$ cat config.mk
export PLATFORM = sky130hd
export DESIGN_NAME = adder_tree_stream
export DESIGN_NICKNAME = d
export VERILOG_FILES = /design/src/rtl/adder_tree_stream.sv
export SDC_FILE = /design/constraint.sdc
export NUM_CORES = 1
export LEC_CHECK = 0
export BUFFER_PORTS_ARGS = -buffer_cell sky130_fd_sc_hd__buf_2
export CAP_MARGIN = 30
export CORE_UTILIZATION = 54
export CTS_CLUSTER_DIAMETER = 60
export DETAILED_ROUTE_END_ITERATION = 6
export HOLD_SLACK_MARGIN = 0.15
export PLACE_DENSITY_LB_ADDON = 0.08
export SYNTH_ARGS = -nofsm -noshare
export SYNTH_HDL_FRONTEND = slang
export SYNTH_SLANG_ARGS = --single-unit
$ cat constraint.sdc
create_clock -name clk -period 17.55 [get_ports clk]
set_input_delay 1.755 -clock clk [delete_from_list [all_inputs] [get_ports clk]]
set_output_delay 1.755 -clock clk [all_outputs]
set_load 0.1 [all_outputs]
$ cat src/rtl/adder_tree_stream.sv
// Streaming registered binary adder tree with optional frame accumulation and a
// single output register; the whole pipe advances together under one stall signal.
//
//   state | meaning
//   FIRST | next tree sum starts a frame (or is a standalone result)
//   MID   | partial frame sum held in acc, waiting for the closing beat
module adder_tree_stream #(
    parameter int IN_NUM    = 16,
    parameter int DIN_WIDTH = 8,
    parameter int SIGNED    = 0,
    parameter int ACC_EXTRA = 8
) (
    input  logic                                             clk,
    input  logic                                             rst_n,
    input  logic [IN_NUM*DIN_WIDTH-1:0]                      din,
    input  logic                                             din_valid,
    input  logic                                             din_last,
    input  logic                                             acc_en,
    output logic                                             din_ready,
    output logic [DIN_WIDTH+$clog2(IN_NUM)+ACC_EXTRA-1:0]    dout,
    output logic                                             dout_ovf,
    output logic                                             dout_valid,
    input  logic                                             dout_ready
);

    localparam int LAYER_NUM  = $clog2(IN_NUM);
    localparam int OUT_WIDTH  = DIN_WIDTH + LAYER_NUM + ACC_EXTRA;
    localparam int PAD_NUM    = 1 << LAYER_NUM;
    localparam int TREE_WIDTH = DIN_WIDTH + LAYER_NUM;

    typedef enum logic {FIRST, MID} frame_t;

    logic                  adv;
    logic [TREE_WIDTH-1:0] leaf [PAD_NUM];
    logic [DIN_WIDTH-1:0]  word;
    // Layers packed back to back: layer k starts at PAD_NUM - (PAD_NUM >> (k-1)).
    logic [TREE_WIDTH-1:0] node [PAD_NUM-1];
    logic [LAYER_NUM:1]    lay_valid;
    logic [LAYER_NUM:1]    lay_last;
    logic [LAYER_NUM:1]    lay_acc;
    logic [TREE_WIDTH-1:0] root;
    logic [OUT_WIDTH-1:0]  s_ext;
    logic [OUT_WIDTH-1:0]  acc;
    logic                  acc_ovf;
    logic [OUT_WIDTH:0]    acc_sum;
    logic                  wrap;
    frame_t                frame;

    assign adv       = !dout_valid || dout_ready;
    assign din_ready = adv;

    // Leaves are extended to the full tree width so every layer adds exactly.
    always_comb begin
        leaf = '{default: '0};
        word = '0;
        for (int i = 0; i < IN_NUM; i++) begin
            word = din[i*DIN_WIDTH +: DIN_WIDTH];
            if (SIGNED != 0) leaf[i] = TREE_WIDTH'($signed(word));
            else             leaf[i] = TREE_WIDTH'(word);
        end
    end

    always_ff @(posedge clk) begin
        if (adv) begin
            for (int i = 0; i < PAD_NUM / 2; i++)
                node[i] <= leaf[2*i] + leaf[2*i+1];
            for (int k = 2; k <= LAYER_NUM; k++)
                for (int i = 0; i < (PAD_NUM >> k); i++)
                    node[PAD_NUM - (PAD_NUM >> (k-1)) + i] <=
                        node[PAD_NUM - (PAD_NUM >> (k-2)) + 2*i] +
                        node[PAD_NUM - (PAD_NUM >> (k-2)) + 2*i + 1];
        end
    end

    assign root    = node[PAD_NUM-2];
    assign s_ext   = (SIGNED != 0) ? OUT_WIDTH'($signed(root)) : OUT_WIDTH'(root);
    assign acc_sum = {1'b0, acc} + {1'b0, s_ext};
    assign wrap    = (SIGNED != 0)
                   ? ((acc[OUT_WIDTH-1] == s_ext[OUT_WIDTH-1]) &&
                      (acc_sum[OUT_WIDTH-1] != acc[OUT_WIDTH-1]))
                   : acc_sum[OUT_WIDTH];

    always_ff @(posedge clk) begin
        if (!rst_n) begin
            lay_valid  <= '0;
            lay_last   <= '0;
            lay_acc    <= '0;
            frame      <= FIRST;
            acc        <= '0;
            acc_ovf    <= 1'b0;
            dout       <= '0;
            dout_ovf   <= 1'b0;
            dout_valid <= 1'b0;
        end else if (adv) begin
            lay_valid[1] <= din_valid;
            lay_last[1]  <= din_last;
            lay_acc[1]   <= acc_en;
            for (int k = 2; k <= LAYER_NUM; k++) begin
                lay_valid[k] <= lay_valid[k-1];
                lay_last[k]  <= lay_last[k-1];
                lay_acc[k]   <= lay_acc[k-1];
            end
            dout_valid <= 1'b0;
            if (lay_valid[LAYER_NUM]) begin
                case (frame)
                    FIRST: begin
                        if (!lay_acc[LAYER_NUM] || lay_last[LAYER_NUM]) begin
                            dout       <= s_ext;
                            dout_ovf   <= 1'b0;
                            dout_valid <= 1'b1;
                        end else begin
                            acc     <= s_ext;
                            acc_ovf <= 1'b0;
                            frame   <= MID;
                        end
                    end
                    MID: begin
                        // acc_en dropping mid-frame closes the frame like last.
                        if (!lay_acc[LAYER_NUM] || lay_last[LAYER_NUM]) begin
                            dout       <= acc_sum[OUT_WIDTH-1:0];
                            dout_ovf   <= acc_ovf | wrap;
                            dout_valid <= 1'b1;
                            frame      <= FIRST;
                        end else begin
                            acc     <= acc_sum[OUT_WIDTH-1:0];
                            acc_ovf <= acc_ovf | wrap;
                        end
                    end
                    default: frame <= FIRST;
                endcase
            end
        end
    end

endmodule

Word level (Yosys, flattened, before mapping) --
Memories as Yosys holds them, arrays and structs flattened. Cells that the tools add are included.
Storage, ports and cells: ROM bits 0, register bits 56, memory bits (writable) 180, output and inout bits 23, memories 1, bits in latches 0
Memories:
- node | words 15, width 12, read ports 15, clocked after Yosys merged registers in 0, write ports 15, line 37 | logic [TREE_WIDTH-1:0] node [PAD_NUM-1];
Operators by class: divide/modulo/power cells 0, bitwise gates (word level) 2, $mul 0, equal/unequal tests 4, magnitude comparators 0, reductions and logical operators 7, mux-type cells 17, shifts and indexed selects 0, $add $sub $neg 16
Operator list (number):
- 12-bit adder | 7
- 20-bit two-way mux | 4
- 20-bit one-hot mux with 2 select lines | 2
- 8-bit by 8-bit adder with 9-bit output | 8
- 20-bit by 12-bit adder with 21-bit output | 1
- 1-bit two-way mux | 9
- 4-bit AND reduction | 2
- 2-bit inequality test (second input constant) | 3
- 1-bit one-hot mux with 2 select lines | 2
- 1-bit zero test | 2
- 1-bit logical OR | 2
- 2-bit by 1-bit inequality test with 1-bit output (second input constant) | 1
- 2-bit AND reduction | 1
- 1-bit NOT | 1
- 1-bit OR | 1

Longest topological paths before layout --
Gate-level depths: netlist of run 1. An unclocked memory read counts as a cell.
depth in word-level cells 5, gate-level depth with buffers 10

Worst setup path after synthesis of run 1 --
OpenSTA, ideal clock, no wires.
path kind in2out, from in dout_ready, to out din_ready, cell stages on the path 3, arrival time 6.871 ns, path slack 8.924 ns, data required time 15.795 ns, cells stage by stage nor2b_1 inv_2 clkbuf_1
On the way: longest elaborated chain between the ends 1
Ends and longest elaborated chain:
- from (decl) | line 23 | input logic dout_ready
- 1-bit logical OR | line 49 | assign adv = !dout_valid || dout_ready;
- to (decl) | line 19 | output logic din_ready,
No other way between the ends.

Final worst setup path of run 1 --
Same ends and word-level chain as after synthesis.

==> results of run 1 <==
path summary, 6_finish.rpt:
path / startpoint / end / cells after the start
min: lay_last[2] / lay_last[2] / 2
max reg2reg: node[1][72] / acc_ovf / 9
max: dout_ready / din_ready / 6
min reg2reg: lay_last[2] / lay_last[2] / 2
cells by family after synthesis:
| kind of cell | count (synthesis) | synth area share (%) |
|---|---|---|
| simple gates | 312 | 11.9 |
| compound gates | 269 | 14.4 |
| flops | 202 | 45.3 |
| fa+ha+maj | 159 | 17.4 |
| xor+xnor | 108 | 7.78 |
| buf+inv | 70 | 2.21 |
| mux | 12 | 0.999 |
Yosys cell counts, drive strengths merged, types with 10 or more instances:
cell type,instances,area (µm²)
nand3,24,120
a21oi,78,390
xor2,20,175
o21a,10,75.1
nor2b,20,125
nand2b,10,62.6
fa,16,320
a21o,31,233
a31oi,10,77.6
edfxtp,146,4380
dfxtp,56,1120
ha,143,1790
inv,43,161
nor2,76,285
xnor2,88,771
o21ai,74,374
nor3,29,145
mux2i,11,110
clkbuf,22,82.6
nand2,109,409
o41ai,18,158
nand4,14,87.6
layer usage:
metal / share of wire [%] / vias to the layer above / global-route usage, % / wire length, µm
met4: 1.6 / 0 / 4.66 / 342
met3: 3.5 / 20 / 2.37 / 742
li1: - / 4492 / - / -
met2: 47 / 160 / 32.9 / 10000
met5: 0 / - / 0 / 0
met1: 48 / 3950 / 25.5 / 10400
cell type report:
| class | instances | area, µm² | share of cell area [%] |
|---|---|---|---|
| clock inverter | 14 | 72.6 | 0.521 |
| sequential | 202 | 5510 | 39.6 |
| timing repair buffer | 160 | 831 | 5.97 |
| inverter | 43 | 166 | 1.20 |
| tap | 280 | 350 | 2.52 |
| multi-input combinational | 860 | 6380 | 45.8 |
| clock buffer | 28 | 614 | 4.41 |
registers in the layout (all words and copies together) (netlist names), 4 cells and up:
name,count
lay_acc,4
node,146
lay_last,4
lay_valid,4
dout,20
acc,20
power by group:
group | total (mW) | switching (mW) | internal, mW
Combinational | 0.758 | 0.399 | 0.360
Sequential | 0.761 | 0.0581 | 0.703
Clock | 0.433 | 0.183 | 0.249
stage by stage:
step / hold WS [ps] / area [µm²] / instances / utilization (%) / power (mW)
final: 450 / 13900 / 1587 / 63.4 / 1.95
after global routing: 475 / 13900 / 1587 / 63.4 / 2.10
after CTS: 452 / 13900 / 1585 / 63.2 / 1.97
after detailed placement: 442 / 13200 / 1543 / 60.1 / 1.53
after global placement: 433 / 13200 / 1543 / 60.1 / 1.51
after floorplan: 432 / 12200 / 1132 / - / 1.37
critical path, cell delays in order:
cell	delay [ps]
buf_2	80
nor2b_1	30
buf_4	180
inv_6	90
buf_16	390
buf_2	520
==> summary.txt, run 1 <==
Timing
  – Final Max Tran Viols: 0
  – Worst rel slew slack: roughly 34%
  – Tcrit/Tclk final: between 20% and 30%
  – Final Critical Period: between 4000 and 5000 ps
  – Fin Clk Skew: ~10 ps
  – RSZ-0062 raised after global routing: no
  – Setup TNS: 0 ps
  – Final Worst Setup Slack: about 13000 ps
  – Worst Tran Pin Value: about 1000 ps
  – Final setup violation count: 0
  – Highest Clock Rate: slightly above 0.2 GHz
  – Final hold viol count: 0

Synthesis
  – Sequential area share after synthesis: approximately 45%
  – Syn_nets: between 1000 and 1500
  – Ys async rst share: 0%
  – Synth Area per Inst: 10.7 µm²
  – Synthesized flop and latch total: 202
  – Top_reg_cell synth: edfxtp_1
  – Yosys cell types: 58
  – Post-synth EDFFs: between 100 and 150
  – Synthesized cell area: around 12000 µm²
  – Yosys warning total: 0
  – Instance count of the mapped netlist: about 1100

Global route
  – Initial antenna violation count: 0
  – Vias in the first global route: about 8300
  – Total Routing Usage GR: a little under a fifth
  – Grt ovf: 0
  – Largest net degree at the start of global routing: around 110
  – First-pass GRT wire length: approximately 37000 µm

Flow run
  – Max-cap viol count: 0

Finish
  – Area grow syn2layout: 14.5%
  – Layout Nets: about 1600
  – Ant diodes: 0
  – Most common cell after layout, fill and taps aside: buf_2
  – Most frequent cells in the layout: buf_2, edfxtp_1, ha_1, nand2_1, xnor2_1
  – Layout cells sized above 1: ~16%
  – Fillers: 1786

Status
  – Status: finished with violations
  – Violated checks: design-rule violations

Route
  – Vias per cell: approximately 5.4
  – Antenna viol nets, final: 0
  – First DRT Iteration DRCs: roughly 460
  – WL final: around 22000 µm
  – Drt pass-1 iters: 7
  – DRC viols: 5
  – Routed WL per cell: roughly 14 µm
  – Via count of the routed design: 8622

Place
  – Dpl ws: 12080 ps
  – Detailed Place HPWL: 15800 µm
  – IO Port Bufs: about 160
  – Gp weighted congestion: roughly 0.84

Pwr
  – Pwr dens: about 140 nW/µm²
  – Max IR drop VDD: roughly 0.000072 V
  – P_leak: roughly 6.0 nW

Clocking
  – Clock Pin Slew Worst Setup and Hold Paths: 50 ps
  – Cts repair resizes: 0
  – Latest clock arrival within the worst-skew pair: approximately 500 ps
  – Worst-case clock buffer depth: 3
  – H-tree depth: 1
  – CTS tree: yes
  – CTS Sinks: roughly 200
  – Postcts setup bufs: 0
  – Hold-fix buffers at CTS: 0
  – Clk root buf: clkbuf_16
  – CTS Buf Count: 23

Setup path
  – CP Class: in -> out
  – R2R Setup Slk: 14830 ps
  – Setup crit end kind: output pin
  – WP data arrival: 3090 ps
  – Crit-path max FO: ~110
  – Worst EP required: ~16000 ps
  – Critical path launch point type: input pin

Die
  – Die Wd: about 150 µm
  – Top Ports: roughly 160
  – Site Rows: 54
  – Total Die Area: roughly 23000 µm²
  – Starting Density: between 50% and 60%
  – Die H: 152 µm
  – Placeable Area: around 22000 µm²

Hold path
  – HP Class: reg -> reg
Power figures use the tool's default switching activity.
==> run 2, diff against run 1 <==
==> constraint.sdc (replaced) <==
create_clock -name clk -period 4.48 [get_ports clk]
set_input_delay 0.448 -clock clk [delete_from_list [all_inputs] [get_ports clk]]
set_output_delay 0.448 -clock clk [all_outputs]
set_load 0.1 [all_outputs]
==> run 2 against run 1 <==
Compared with the run above:
- clock power grew to 4.1 times the previous value
- combinational power rose to 3.9 times the previous value
- final cell count is 0.13% higher
- critical endpoint is now acc_ovf
- critical path depth grew 3
- hold slack worse by 270 ps
- register-to-register slack got worse by 13000 ps
- largest power group unchanged
- total power rose to 4.0 times the previous value
- design area grew 0.49%
- non-clock buffer count rose by 1
- routed wire length is 0.48% lower
- the flow still finishes with violations (design-rule violations)
==> summary.txt, run 2 (synthesis results as in run 1) <==
Status
  – Status: finished with violations
  – Violated checks: design-rule violations

Setup path
  – R2R Setup Slk: 1780 ps (-13050 ps)
  – Worst Setup SP: node[1][72]
  – Setup crit end kind: flop
  – Worst R2R Start: node[1][72]
  – Crit-path max FO: 13 (-88%)
  – Critical path launch point type: flop
  – Worst EP required: 4930 ps (-10860 ps)
  – WP data arrival: 3160 ps (+70 ps)
  – CP Class: reg -> reg

Route
  – Vias per cell: 5.40 (-0.67%)
  – WL final: 21400 µm (-0.48%)
  – First DRT Iteration DRCs: 362 (-21%)
  – Drt pass-1 iters: 7 (unchanged)
  – Via count of the routed design: 8575 (-0.55%)
  – Antenna viol nets, final: 0 (unchanged)
  – DRC viols: 10 (+5)
  – Routed WL per cell: 13.5 µm (-0.61%)

Die
  – Die Wd: 152 µm (unchanged)
  – Starting Density: 55.3% (unchanged)
  – Die H: 152 µm (unchanged)
  – Site Rows: 54 (unchanged)
  – Placeable Area: 22000 µm² (unchanged)
  – Top Ports: 157 (unchanged)
  – Total Die Area: 23100 µm² (unchanged)

Place
  – DP Cell Count: 1543 (unchanged)
  – Detailed Place HPWL: 15800 µm (+0.18%)
  – Gp weighted congestion: 0.857 (+2.1%)
  – IO Port Bufs: 156 (unchanged)

Clocking
  – CTS tree: yes
  – CTS Buf Count: 24 (+4.3%)
  – Clk root buf: clkbuf_16
  – CTS Sinks: 202 (unchanged)
  – H-tree depth: 1 (unchanged)
  – Latest clock arrival within the worst-skew pair: 520 ps (+20 ps)
  – Clock Pin Slew Worst Setup and Hold Paths: 60 ps (about the same)
  – Worst-case clock buffer depth: 3 (unchanged)

Finish
  – Final std cells w/o fill: 1589 (+0.13%)
  – Layout cells sized above 1: 15.7% (+0.052 points)
  – Fillers: 1816 (+1.7%)
  – Most common cell after layout, fill and taps aside: buf_2
  – Ant diodes: 0 (unchanged)
  – Multi-input gate area: 6380 µm² (unchanged)
  – Top reg by flops: node
  – Layout Nets: 1585 (+0.13%)
  – Most frequent cells in the layout: buf_2, edfxtp_1, ha_1, nand2_1, xnor2_1
  – Max reg flops: 146 (unchanged)
  – Regs by FF count: node x146, acc x20, dout x20
  – Area grow syn2layout: 15.1%
  – Register Area: 5510 µm² (unchanged)

Timing
  – Worst rel slew slack: 40.2% (+6.6 points)
  – Final hold viol count: 0 (unchanged)
  – Tcrit/Tclk final: approximately three fifths
  – Highest Clock Rate: about 0.37 GHz
  – Setup TNS: 0 ps (unchanged)
  – Final Critical Period: 2700 ps
  – Final setup violation count: 0 (unchanged)
  – Worst Tran Pin Value: 898 ps (-98.8 ps)
  – RSZ-0062 raised after global routing: no
  – Fin Clk Skew: 8.58 ps (-1.60 ps)
  – Final Max Tran Viols: 0 (unchanged)

Global route
  – Initial antenna violation count: 0 (unchanged)
  – First-pass GRT wire length: 36300 µm (-2.4%)
  – Grt ovf: 0 (unchanged)
  – Total Routing Usage GR: 18.7% (-0.36 points)
  – Largest net degree at the start of global routing: 132 (+17%)
  – Vias in the first global route: 8057 (-3.3%)

Hold path
  – HP Start: din_last
  – HP Class: in -> reg

Pwr
  – Clock share of power: 23.1% (+0.9 points)
  – P_leak: 6.01 nW (+0.39%)
  – Int Power: 5.22 mW (+300%)
  – Gate power share: 38.4% (-0.4 points)
  – Max IR drop VDD: 0.000338 V (+370%)
  – Sequential Power Share: 38.5% (-0.5 points)
  – Switching power: 2.54 mW (+300%)
  – Pwr dens: 555 nW/µm² (+300%)
  – Net Sw Frac: 32.7% (-0.048 points)

Flow run
  – Max-cap viol count: 0 (unchanged)
==> run 2: cell type report <==
type,count,area share [%]
Inverter,43,1.19
Sequential cell,202,39.4
Tap cell,280,2.51
Clock buffer,30,4.75
Clock inverter,13,0.573
Multi-Input combinational cell,860,45.6
Timing Repair Buffer,161,6.01
==> run 2: power groups by stage <==
stage | combinational, mW | clock, mW | sequential, mW
after detailed placement | 2.97 | 0 | 3.02
final | 2.98 | 1.79 | 2.98
after CTS | 3.00 | 1.84 | 2.99
after floorplan | 2.42 | 0 | 2.93
after global placement | 2.91 | 0 | 3.02
after global routing | 3.39 | 1.92 | 3.03
==> run 2: worst paths after layout <==
| path | to | depth (start not counted) |
|---|---|---|
| max | acc_ovf | 9 |
| min | lay_last[1] | 3 |
| max reg2reg | acc_ovf | 9 |
| min reg2reg | lay_acc[2] | 2 |
==> run 2: worst max-delay path, stage by stage, from the launching register on <==
cell      delay, ps
edfxtp_1        350
ha_1            190
inv_1            60
fa_1            400
and2b_1         270
o31ai_4          90
a31oi_4         230
a41oi_4         300
or4b_4          600
o21ai_1         140
==> run 2: repair_timing <==
item	CTS	global route
resized for setup	0	0
hold buffers	1	0
endpoints found under the hold margin	1	0
buffers inserted	0	0
==> run 2: layer usage <==
metal | GRT usage, % | up-vias | share of wire (%)
met3 | 3.05 | 36 | 4.3
met2 | 31.4 | 151 | 45
met5 | 0 | - | 0
met1 | 25.1 | 3881 | 48
met4 | 4.96 | 0 | 2.2
li1 | - | 4507 | -
==> run 2: through the flow <==
step	utilization (%)	hold WS, ps	worst slack [ps]	power [mW]	instance area [µm²]
2_1_floorplan	-	432	536	5.35	12200
3_3_place_gp	60.1	435	1480	5.93	13200
3_5_place_dp	60.1	445	1450	6.00	13200
4_1_cts	63.6	154	1630	7.84	14000
5_1_grt	63.7	177	1620	8.34	14000
6_report	63.7	176	1780	7.76	14000
==> run 3, diff against run 2 <==
==> constraint.sdc (replaced) <==
create_clock -name clk -period 2.65 [get_ports clk]
set_input_delay 0.265 -clock clk [delete_from_list [all_inputs] [get_ports clk]]
set_output_delay 0.265 -clock clk [all_outputs]
set_load 0.1 [all_outputs]
==> run 3 against run 2 <==
Compared with the run above:
- the run still ends with design-rule violations left
- clock skew grew 5.4 ps
- combinational power grew 71%
- setup slack lost 1600 ps
- routed wire length grew 0.33%
- die area is the same
==> summary.txt, run 3 (synthesis results as in run 1) <==
Setup path
  – WP data arrival: 2710 ps (-450 ps)
  – Setup crit end kind: flop
  – Worst EP required: 2880 ps (-2050 ps)
  – Crit-path max FO: 2 (-11)
  – Reg2Reg Depth: 7 (-2)
  – Worst Setup SP: node[1][0]
  – Worst r2r dst: node[1][58]
  – Worst R2R Start: node[1][0]
  – R2R Setup Slk: 180 ps (-1600 ps)
  – Critical path launch point type: flop
  – CP Class: reg -> reg

Timing
  – Final Worst Setup Slack: 175 ps (-1600 ps)
  – Highest Clock Rate: 0.404 GHz (+9.2%)
  – Final Max Tran Viols: 0 (unchanged)
  – Final hold viol count: 0 (unchanged)
  – Fin Clk Skew: 14.0 ps (+5.40 ps)
  – Final Critical Period: 2470 ps (-228 ps)
  – Worst Tran Pin Value: 996 ps (+98.6 ps)
  – Setup TNS: 0 ps (unchanged)
  – Worst rel slew slack: 33.6% (-6.6 points)
  – Tcrit/Tclk final: 93.4% (+33 points)
  – Final setup violation count: 0 (unchanged)
  – RSZ-0062 raised after global routing: no

Route
  – Via count of the routed design: 8690 (+1.3%)
  – First DRT Iteration DRCs: 318 (-12%)
  – Routed WL per cell: 13.3 µm (-1.5%)
  – Drt pass-1 iters: 7 (unchanged)
  – WL final: 21500 µm (+0.33%)
  – Antenna viol nets, final: 0 (unchanged)
  – DRC viols: 2 (-8)
  – Vias per cell: 5.37 (-0.48%)

Clocking
  – Clock Pin Slew Worst Setup and Hold Paths: 60 ps (about the same)
  – CTS tree: yes
  – Latest clock arrival within the worst-skew pair: 510 ps (about the same)
  – Clk root buf: clkbuf_16
  – H-tree depth: 1 (unchanged)
  – CTS Sinks: 202 (unchanged)
  – Worst-case clock buffer depth: 3 (unchanged)
  – CTS Buf Count: 23 (-4.2%)

Finish
  – Layout cells sized above 1: 15.7% (-0.042 points)
  – Final Util: 64.8% (+1.2 points)
  – Register Area: 5510 µm² (unchanged)
  – Final std cells w/o fill: 1618 (+1.8%)
  – Most common cell after layout, fill and taps aside: buf_2
  – Multi-input gate area: 6380 µm² (about the same)
  – Fillers: 1776 (-2.2%)
  – Regs by FF count: node x146, acc x20, dout x20
  – Ant diodes: 0 (unchanged)
  – Top reg by flops: node
  – Most frequent cells in the layout: buf_2, edfxtp_1, ha_1, nand2_1, xnor2_1
  – Area grow syn2layout: 17.2%
  – Layout Nets: 1614 (+1.8%)
  – Post-route cell area: 14200 µm² (+1.8%)
  – Max reg flops: 146 (unchanged)

Global route
  – Vias in the first global route: 8300 (+3.0%)
  – Largest net degree at the start of global routing: 82 (-38%)
  – Grt ovf: 0 (unchanged)
  – First-pass GRT wire length: 36800 µm (+1.6%)
  – Initial antenna violation count: 0 (unchanged)
  – Total Routing Usage GR: 19.0% (+0.27 points)

Die
  – Die Wd: 152 µm (unchanged)
  – Placeable Area: 22000 µm² (unchanged)
  – Top Ports: 157 (unchanged)
  – Starting Density: 55.3% (unchanged)
  – Total Die Area: 23100 µm² (unchanged)
  – Die H: 152 µm (unchanged)
  – Site Rows: 54 (unchanged)

Flow run
  – Max-cap viol count: 0 (unchanged)

Pwr
  – Pwr dens: 919 nW/µm² (+66%)
  – Max IR drop VDD: 0.000410 V (+21%)
  – P_leak: 6.12 nW (+1.9%)

Hold path
  – Hold Path Sink: node[0][20]
  – Depth of the worst hold-timing path: 4 (+1)
  – HP Class: in -> reg
  – HP Start: din[31]

Place
  – Dpl ws: 67.9 ps (-1380 ps)
  – Placed inst area: 13300 µm² (+0.45%)
  – Gp weighted congestion: 0.839 (-2.1%)
  – IO Port Bufs: 156 (unchanged)
  – Detailed Place HPWL: 16000 µm (+1.3%)
  – DP Cell Count: 1551 (+0.52%)

Status
  – Violated checks: design-rule violations
  – Status: finished with violations
run 3: changes by cell type in the layout (fill, tap and decap cells not counted), moves of 2 or more:
cell	change
buf_4	+9
clkbuf_1	+4
clkbuf_16	-2
clkinv_2	-3
dlygate4sd3_1	+21
run 3: layer usage:
metal / up-vias / GRT usage (%) / part of all wire, %
met3: 27 / 2.62 / 3.6
li1: 4543 / - / -
met5: - / 0 / 0
met4: 0 / 5.39 / 1.5
met1: 3981 / 24.6 / 47
met2: 139 / 33.1 / 47
run 3: cell type report:
type / instances / area share (%)
sequential: 202 / 38.7
timing repair buffer: 191 / 7.94
inverter: 43 / 1.17
multi-input combinational: 860 / 44.8
clock buffer: 32 / 4.42
tap: 280 / 2.46
clock inverter: 10 / 0.545
run 3: how the worst max path moves through the flow:
stage | to | slack [ps] | depth (start not counted)
floorplan | dout[14] | 220 | 9
global placement | acc_ovf | 130 | 9
detailed placement | acc_ovf | 70 | 9
CTS | acc_ovf | 50 | 9
global route | node[1][58] | 20 | 7
finish | node[1][58] | 180 | 7
run 3: stage by stage:
step / power [mW] / hold slack (ps)
2_1_floorplan: 9.04 / 405
4_1_cts: 13.2 / 153
3_3_place_gp: 10.0 / 430
5_1_grt: 14.0 / 180
3_5_place_dp: 10.1 / 439
6_report: 13.1 / 175
run 3: critical path, cell delays in order (launching register included):
cell and delay, ps:
edfxtp_1 360, ha_1 230, fa_1 410, a21o_1 180, a21oi_1 200, o21ai_0 150
o41ai_1 470, o21ai_0 200
run 3: where the power goes:
part / switching [mW] / leakage [nW] / internal, mW
logic: 2.68 / 3.77 / 2.42
clock network: 1.21 / 0.344 / 1.76
registers: 0.373 / 2.01 / 4.66
total: 4.26 / 6.12 / 8.83
run 3: timing repair:
action                                  in CTS  in global routing
gates resized for setup                      0                  1
buffers inserted                             0                  2
hold endpoints to repair                    13                  0
hold buffers                                22                  0
endpoints found under the setup margin       0                  8
